--- config.mk ---
export PLATFORM = sky130hd
export DESIGN_NAME = dpram_fifo_ctrl_flat
export DESIGN_NICKNAME = d
export VERILOG_FILES = /design/src/rtl/dpram_pkg.sv /design/src/rtl/dpram_fifo_ctrl_if.sv /design/src/rtl/dpram_fifo_obuf.sv /design/src/rtl/dpram_fifo_ctrl.sv /design/src/flat_wrapper.sv
export SDC_FILE = /design/constraint.sdc
export NUM_CORES = 1
export LEC_CHECK = 0
export CAP_MARGIN = 10
export CORE_UTILIZATION = 53
export CTS_CLUSTER_SIZE = 14
export DETAILED_ROUTE_END_ITERATION = 6
export GPL_ROUTABILITY_DRIVEN = 0
export PLACE_DENSITY = 0.9
export SYNTH_ARGS = -nofsm -noshare
export SYNTH_HDL_FRONTEND = slang
export SYNTH_SLANG_ARGS = --single-unit
--- constraint.sdc ---
create_clock -name clk -period 3.1 [get_ports clk]
set_input_delay 0.62 -clock clk [delete_from_list [all_inputs] [get_ports clk]]
set_output_delay 0.62 -clock clk [all_outputs]
set_load 0.05 [all_outputs]
--- src/rtl/dpram_pkg.sv ---
// Shared widths and types for the dual-port-RAM FIFO controller.
package dpram_pkg;

    localparam int DW    = 8;
    localparam int AW    = 6;
    localparam int DEPTH = 2 ** AW;

    typedef logic [DW-1:0] data_t;
    typedef logic [AW-1:0] addr_t;
    typedef logic [AW:0]   cnt_t;
    typedef logic [AW+3:0] lvl_t;

endpackage

--- src/rtl/dpram_fifo_ctrl_if.sv ---
// Push/pop byte-stream handshake bundle between producer, FIFO controller and consumer.
interface dpram_fifo_ctrl_if;
    import dpram_pkg::*;

    logic  in_valid;
    data_t in_data;
    logic  in_ready;
    logic  out_valid;
    data_t out_data;
    logic  out_ready;

    modport master (
        output in_valid, in_data, out_ready,
        input  in_ready, out_valid, out_data
    );

    modport slave (
        input  in_valid, in_data, out_ready,
        output in_ready, out_valid, out_data
    );

endinterface

--- src/rtl/dpram_fifo_obuf.sv ---
// Small register queue that holds bytes returned from the RAM until the consumer takes them.
module dpram_fifo_obuf
    import dpram_pkg::*;
#(
    parameter int ENTRIES = 4
) (
    input  logic                     clk,
    input  logic                     clear,
    input  logic                     wr,
    input  data_t                    wdata,
    input  logic                     pop,
    output logic                     valid,
    output data_t                    data,
    output logic [$clog2(ENTRIES):0] count
);

    localparam int IW = $clog2(ENTRIES);

    data_t         mem [ENTRIES];
    logic [IW-1:0] head;
    logic [IW-1:0] tail;
    logic [IW:0]   count_q;
    data_t         last_q;
    logic          do_pop;

    assign do_pop = pop && (count_q != '0);
    assign valid  = (count_q != '0);
    assign count  = count_q;
    // When empty, present the most recently popped byte rather than a stale slot.
    assign data   = valid ? mem[head] : last_q;

    always_ff @(posedge clk) begin
        if (clear) begin
            head    <= '0;
            tail    <= '0;
            count_q <= '0;
            last_q  <= '0;
            for (int i = 0; i < ENTRIES; i++) begin
                mem[i] <= '0;
            end
        end else begin
            if (wr) begin
                mem[tail] <= wdata;
                tail      <= tail + IW'(1);
            end
            if (do_pop) begin
                last_q <= mem[head];
                head   <= head + IW'(1);
            end
            case ({wr, do_pop})
                2'b10:   count_q <= count_q + (IW+1)'(1);
                2'b01:   count_q <= count_q - (IW+1)'(1);
                default: count_q <= count_q;
            endcase
        end
    end

endmodule

--- src/rtl/dpram_fifo_ctrl.sv ---
// FIFO controller driving a 64x8 dual-port RAM: port A writes, port B reads into a small output buffer.
// Optional almost_full/almost_empty flags are built when DPRAM_FIFO_ALMOST_EN is defined.
module dpram_fifo_ctrl
    import dpram_pkg::*;
#(
    parameter int OBUF_DEPTH = 4
`ifdef DPRAM_FIFO_ALMOST_EN
   ,parameter int AFULL_TH   = 56,
    parameter int AEMPTY_TH  = 4
`endif
) (
    input  logic               clk,
    input  logic               rst_n,
    input  logic               flush,
    dpram_fifo_ctrl_if.slave   stream,
    output lvl_t               level,
    output logic               ram_wr_en_a,
    output addr_t              ram_addr_a,
    output data_t              ram_data_a,
    output logic               ram_wr_en_b,
    output addr_t              ram_addr_b,
    input  data_t              ram_rdata_b
`ifdef DPRAM_FIFO_ALMOST_EN
   ,output logic               almost_full,
    output logic               almost_empty
`endif
);

    addr_t                       wr_ptr;
    addr_t                       rd_ptr;
    cnt_t                        ram_count;
    logic                        inflight;
    logic                        clear;
    logic                        push;
    logic                        issue;
    logic                        obuf_valid;
    data_t                       obuf_data;
    logic [$clog2(OBUF_DEPTH):0] obuf_count;

    assign clear = !rst_n || flush;

    assign stream.in_ready = (ram_count < cnt_t'(DEPTH));
    // A push coinciding with reset or flush is dropped, so it must not touch the RAM either.
    assign push  = stream.in_valid && stream.in_ready && !clear;
    assign issue = (ram_count != '0) && ((int'(obuf_count) + int'(inflight)) < OBUF_DEPTH);

    assign ram_wr_en_a = push;
    assign ram_addr_a  = wr_ptr;
    assign ram_data_a  = stream.in_data;
    assign ram_wr_en_b = 1'b0;
    assign ram_addr_b  = rd_ptr;

    assign level = lvl_t'(ram_count) + lvl_t'(inflight) + lvl_t'(obuf_count);

    always_ff @(posedge clk) begin
        if (clear) begin
            wr_ptr    <= '0;
            rd_ptr    <= '0;
            ram_count <= '0;
            inflight  <= 1'b0;
        end else begin
            if (push) begin
                wr_ptr <= wr_ptr + addr_t'(1);
            end
            if (issue) begin
                rd_ptr <= rd_ptr + addr_t'(1);
            end
            inflight  <= issue;
            ram_count <= ram_count + cnt_t'(push) - cnt_t'(issue);
        end
    end

    // Read data arrives one cycle after issue; a clear discards it instead of capturing.
    dpram_fifo_obuf #(
        .ENTRIES (OBUF_DEPTH)
    ) u_obuf (
        .clk   (clk),
        .clear (clear),
        .wr    (inflight && !clear),
        .wdata (ram_rdata_b),
        .pop   (stream.out_ready),
        .valid (obuf_valid),
        .data  (obuf_data),
        .count (obuf_count)
    );

    assign stream.out_valid = obuf_valid;
    assign stream.out_data  = obuf_data;

`ifdef DPRAM_FIFO_ALMOST_EN
    // Flush is not a reset here, so the flags follow the cleared level one cycle later.
    always_ff @(posedge clk) begin
        if (!rst_n) begin
            almost_full  <= 1'b0;
            almost_empty <= 1'b1;
        end else begin
            almost_full  <= (level >= lvl_t'(AFULL_TH));
            almost_empty <= (level <= lvl_t'(AEMPTY_TH));
        end
    end
`endif

endmodule

--- src/flat_wrapper.sv ---
// flat-port wrapper written by rule: the top's interface ports become plain ports
module dpram_fifo_ctrl_flat import dpram_pkg::*;
#(
    parameter int OBUF_DEPTH = 4

)
  (clk, rst_n, flush, level, ram_wr_en_a, ram_addr_a, ram_data_a, ram_wr_en_b, ram_addr_b, ram_rdata_b, stream_in_valid, stream_in_data, stream_out_ready, stream_in_ready, stream_out_valid, stream_out_data);
  dpram_fifo_ctrl_if stream_i ();
  input  logic clk;
  input  logic rst_n;
  input  logic flush;
  output lvl_t level;
  output logic ram_wr_en_a;
  output addr_t ram_addr_a;
  output data_t ram_data_a;
  output logic ram_wr_en_b;
  output addr_t ram_addr_b;
  input  data_t ram_rdata_b;
  input wire logic [$bits(stream_i.in_valid)-1:0] stream_in_valid;
  input wire logic [$bits(stream_i.in_data)-1:0] stream_in_data;
  input wire logic [$bits(stream_i.out_ready)-1:0] stream_out_ready;
  output wire logic [$bits(stream_i.in_ready)-1:0] stream_in_ready;
  output wire logic [$bits(stream_i.out_valid)-1:0] stream_out_valid;
  output wire logic [$bits(stream_i.out_data)-1:0] stream_out_data;
  assign stream_i.in_valid = stream_in_valid;
  assign stream_i.in_data = stream_in_data;
  assign stream_i.out_ready = stream_out_ready;
  assign stream_in_ready = stream_i.in_ready;
  assign stream_out_valid = stream_i.out_valid;
  assign stream_out_data = stream_i.out_data;
  dpram_fifo_ctrl #(.OBUF_DEPTH(OBUF_DEPTH)) u_core (.clk(clk), .rst_n(rst_n), .flush(flush), .stream(stream_i), .level(level), .ram_wr_en_a(ram_wr_en_a), .ram_addr_a(ram_addr_a), .ram_data_a(ram_data_a), .ram_wr_en_b(ram_wr_en_b), .ram_addr_b(ram_addr_b), .ram_rdata_b(ram_rdata_b));
endmodule
### Word-level counts from Yosys, hierarchy flattened

Memory sizes are Yosys's and may differ from the RTL's. A register that Yosys moved wholly into a read port is not among the register bits.
Index checks and enable logic that the tools add are counted.
W data, S select, Z words.

* add/subtract/negate cells: 11
* order comparisons: 2
* equality and inequality tests: 2
* mux-type cells: 12
* reductions and logical operators: 12

Operators by type and width (number)
* $lt A32 B4 Y1 const B: 1
* $mux W8: 2
* $add A6 B1 Y6 const B: 2
* $add A10 B3 Y10: 1
* $add A7 B1 Y8: 1
* $reduce_or A8 Y1: 1
* $add A7 B1 Y7: 1
* $lt A7 B7 Y1 const B: 1
* $reduce_bool A7 Y1: 1
* $sub A7 B1 Y7: 1
* $mux W1: 6
* $mux W2: 3
* $pmux W3 S2: 1
* $logic_and A1 B1 Y1: 5
* $add A2 B1 Y2 const B: 2
* $add A3 B1 Y4: 1
* $add A3 B1 Y3 const B: 1
* $reduce_bool A3 Y1: 1
* $sub A3 B1 Y3 const B: 1
* $eq A2 B1 Y1 const B: 1
* $eq A2 B2 Y1 const B: 1
* $logic_not A1 Y1: 2
* $reduce_bool A2 Y1: 1
* $logic_or A1 B1 Y1: 1

* register bits after elaboration: 35
* RAM bits: 32
* bits of input ports: 21
* output and inout bits: 42
* word-level logic and storage cells: 48
* memories: 1

Memories
* u_core.u_obuf.mem: words 4, bits a word 8, rd ports 1, clocked after Yosys merged registers in 1, write ports 4, RTL line dpram_fifo_obuf.sv:19 `data_t mem [ENTRIES];`

### Longest topological paths before layout

* depth in word-level cells: 9
* depth in mapped cells: 14
* mapped depth without buffers: 14

### Hierarchy

Synthesis repeated with hierarchy kept, for this count alone.

* cell total of the unflattened synthesis: 339
* area total of the unflattened synthesis: 3562.2 um2

Modules (own cells, without submodules)
* dpram_fifo_obuf: instances 1, cells an instance 176, area an instance 2138.3 um2, seq. area each 1301.2 um2
* dpram_fifo_ctrl: instances 1, cells an instance 163, area an instance 1423.9 um2, seq. area each 400.4 um2

### Worst setup path before layout

No wires, ideal clock.

* path kind: reg-to-output
* from: register u_core.inflight
* to: output level[8]
* arrival: 2676 ps
* required time: 2480 ps
* setup slack: -196 ps
* stages on the path, launching flop included: 8
* path buffers: 0
* cells stage by stage: dfxtp_1 > ha_1 > ha_1 > xor2_1 > ha_1 > a21oi_1 > or3_1 > nor4_2

* cells in the longest elaborated chain, start to end: 2

RTL lines
* start, declared: RTL line dpram_fifo_ctrl.sv:32 `logic inflight;`
* start signal, assigned: RTL line dpram_fifo_ctrl.sv:68 `inflight <= issue;`
* $add A7 B1 Y8: RTL line dpram_fifo_ctrl.sv:53 `assign level = lvl_t'(ram_count) + lvl_t'(inflight) + lvl_t'(obuf_count);`
* $add A10 B3 Y10: RTL line dpram_fifo_ctrl.sv:53
* end, declared: RTL line flat_wrapper.sv:12 `output lvl_t level;`

No other way between the ends.

### Worst setup path in the final report

* from: register u_core.ram_count[0]
* to: output level[8]

* cells in the longest elaborated chain, start to end: 2

RTL lines
* start, declared: RTL line dpram_fifo_ctrl.sv:31 `cnt_t ram_count;`
* start signal, assigned: RTL line dpram_fifo_ctrl.sv:69 `ram_count <= ram_count + cnt_t'(push) - cnt_t'(issue);`
* $add A7 B1 Y8: RTL line dpram_fifo_ctrl.sv:53
* $add A10 B3 Y10: RTL line dpram_fifo_ctrl.sv:53

No other way between the ends.

==> impl_metrics.json <==
{
  "status": "finished with violations",
  "port-buffer-count": 44,
  "yosysSeqAreaShare_pct": 46.0,
  "finalCritPeriodShare_pct": 102,
  "fin_nets": 431,
  "ant_nets": 0,
  "cap_violations": 0,
  "grt_antenna_before_repair": 0,
  "max_clock_freq_mhz": 317,
  "fin_skew_ns": 0.00892,
  "cts_buffers": 9,
  "htree_levels": 3,
  "post-route-worst-setup-slack_ns": -0.0534,
  "synth_top_family_by_area": "simple AND/OR/NAND/NOR gates",
  "grt_pass1_wl_mm": 12.8,
  "fin_setup_tns_ns": -0.0534,
  "yosys_warnings": 0,
  "num_vias": 2659,
  "drv_slew": 0,
  "synth_xor_area_share_pct": 6.67,
  "period_needed_ns": 3.15,
  "hold_class": "reg -> reg",
  "finalHoldViolCount": 0,
  "crit_required_ns": 2.48,
  "drc": 0,
  "p_switching_mw": 1.17,
  "synth_area_mm2": 0.00370,
  "mostFrequentLayoutCells": "dfxtp_1 (35), edfxtp_1 (32), clkdlybuf4s50_1 (30), and2_1 (27), nand2_1 (26)",
  "cts-root-buf": "clkbuf_8",
  "synth.largest_area_cell": "edfxtp_1",
  "dp_hpwl_mm": 5.50,
  "rows": 30,
  "nFillCells": 454,
  "grt_use_total_pct": 22.8,
  "p_leak_nw": 1.89,
  "pwr-share-clk_pct": 21.0,
  "io-pin-count": 63,
  "grt_pass1_vias": 2759,
  "synth_edf_count": 32,
  "cp_data_arrival_time_ns": 2.53,
  "pre_cts_ws_ns": -0.0207,
  "grt_max_degree": 21,
  "combPwrFrac_pct": 42.5,
  "gr-total-overflow": 0,
  "critPathCaptureType": "primary output",
  "crit_path_start_kind": "register",
  "n_antenna_cell": 0,
  "placed_area_mm2": 0.00428,
  "wirelength_mm": 8.15,
  "r2r_slack_ns": 0.15,
  "synthSimpleGateAreaFrac_pct": 18.9,
  "initial_core_util_pct": 54.7,
  "rsz0062_at_grt": "yes",
  "tightest_slew_ns": 0.759,
  "synth_cell_type_count": 50,
  "drt_first_pass_iters": 4,
  "maxSlewHeadroom_pct": 49.4,
  "drt_iter0_drc": 126,
  "area_delta_synth_final_pct": 24.4,
  "p_sw_share_pct": 38.5,
  "syn_inst": 336,
  "cts.sinks": 69,
  "die_width_um": 85.5,
  "core-area_mm2": 0.00676,
  "mostFrequentLayoutCell": "dfxtp_1",
  "cts_buffer_depth": 2,
  "synth_top_area_share_pct": 26.0,
  "synth_area_leaders": "edfxtp_1 (26%), dfxtp_1 (20%), ha_1 (7.4%)",
  "synth_compound_area_share_pct": 5.28,
  "die_y_um": 85.5,
  "final_core_util_pct": 68.1,
  "path_max_fanout": 4,
  "p_int_mw": 1.87,
  "drive_above_1_share_pct": 20.0,
  "synthAdderAreaFrac_pct": 9.07,
  "critPathKind": "reg -> out",
  "synthFlopType": "dfxtp_1",
  "async_reset_ff_share_pct": 0,
  "design_area_mm2": 0.00460,
  "avgRoutedWirePerCell_um": 17.3,
  "p_per_area_mw_per_mm2": 661,
  "path_clk_slew_ns": 0.08,
  "tritoncts": "done",
  "cts_hold_buf": 0,
  "design.die.area_mm2": 0.00731,
  "synth.avg_cell_area_um2": 11.0,
  "vias_per_cell": 5.66,
  "clock_latency_ns": 0.34,
  "synth_mux_area_share_pct": 8.12,
  "setup_viol": 1,
  "synth-seq-cells": 69,
  "vdd_drop_max_mv": 0.551,
  "violations": "setup timing",
  "p_seq_share_pct": 36.5
}
[per-stage QoR]
stage | hold WS (ns) | power, mW | instances
after global placement | 0.440 | 2.23 | 450
after floorplan | 0.434 | 1.92 | 337
after CTS | 0.463 | 2.95 | 466
final | 0.461 | 3.04 | 470
after global routing | 0.486 | 3.18 | 470
after detailed placement | 0.452 | 2.30 | 450
[cell type report]
| cell class | instances | area [µm²] | area share [%] |
|---|---|---|---|
| multi-input cells | 229 | 1880 | 40.9 |
| repair buffers | 59 | 668 | 14.5 |
| inverters | 17 | 68.8 | 1.50 |
| well taps | 80 | 100 | 2.18 |
| flip-flops and latches | 69 | 1710 | 37.1 |
| clock buffers | 9 | 124 | 2.69 |
| clock inverters | 7 | 50.0 | 1.09 |
[sequential cells by signal (all words and copies together), names as in the netlist, named ones only]
signal and cells:
u_core.inflight 1, u_core.ram_addr_a 6, u_core.ram_addr_b 6, u_core.ram_count 7
u_core.u_obuf.count 3, u_core.u_obuf.head 2, u_core.u_obuf.last_q 8, u_core.u_obuf.mem 32
u_core.u_obuf.tail 2
[logic make-up after synthesis]
| kind of cell | Yosys count |
|---|---|
| other | 1 |
| muxes | 19 |
| buffers and inverters | 39 |
| xor gates and xnor gates | 26 |
| AOI/OAI and AO/OA | 32 |
| DFF | 69 |
| adders and majority gates | 25 |
| and+or+nand+nor | 125 |
[routing by layer]
layer	track usage, %	part of all wire [%]	up-vias
li1	-	-	1259
met1	25.9	39	1276
met2	39.2	52	94
met3	6.06	5.9	30
met4	12.7	2.9	0
met5	0	0	-
[critical path, stage by stage (launching register included)]
cell	delay, ns
dfxtp_4	0.36
ha_4	0.18
ha_4	0.17
xor2_1	0.16
ha_1	0.36
a21oi_2	0.09
or3_4	0.36
nor4_4	0.35
buf_12	0.18
[cells in the mapped netlist (all sizes together) (3+ instances only)]
master and n:
nor3b 3, ha 22, nand4 3, edfxtp 32, clkbuf 9, mux2i 3, nor4 5, o21a 3
nand3 6, fa 3, a21oi 15, and2 27, o211ai 3, nand2 27, nand2b 5, and3 10
buf 13, inv 16, nor2 23, dfxtp 37, xnor2 11, mux4 8, nor3 5, xor2 15
mux2 8, o21ai 4, or3 4
[timing repair]
item | CTS | global route
gates resized for setup | 2 | 22
pin swaps | 1 | 8
setup buffers | 0 | 4
gates cloned | 0 | 0
endpoints found under the setup margin | 5 | 15
[power groups by stage]
stage               Sequential [mW]  Clock (mW)  Combinational, mW
floorplan                      1.14           0              0.778
global placement               1.11           0               1.12
detailed placement             1.12           0               1.18
CTS                            1.10       0.645               1.21
global route                   1.12       0.683               1.38
finish                         1.11       0.638               1.29
[final timing paths]
kind / cells past startpoint / startpoint / to
max: 8 / u_core.ram_count[0]$_SDFF_PP0_ / level[8]
min: 2 / u_core.u_obuf.last_q[0]$_SDFFE_PP0P_ / u_core.u_obuf.last_q[0]$_SDFFE_PP0P_
max reg2reg: 14 / u_core.ram_count[3]$_SDFF_PP0_ / u_core.ram_count[6]$_SDFF_PP0_
min reg2reg: 2 / u_core.u_obuf.last_q[0]$_SDFFE_PP0P_ / u_core.u_obuf.last_q[0]$_SDFFE_PP0P_
No activity file was read; power rests on OpenSTA's default activity.
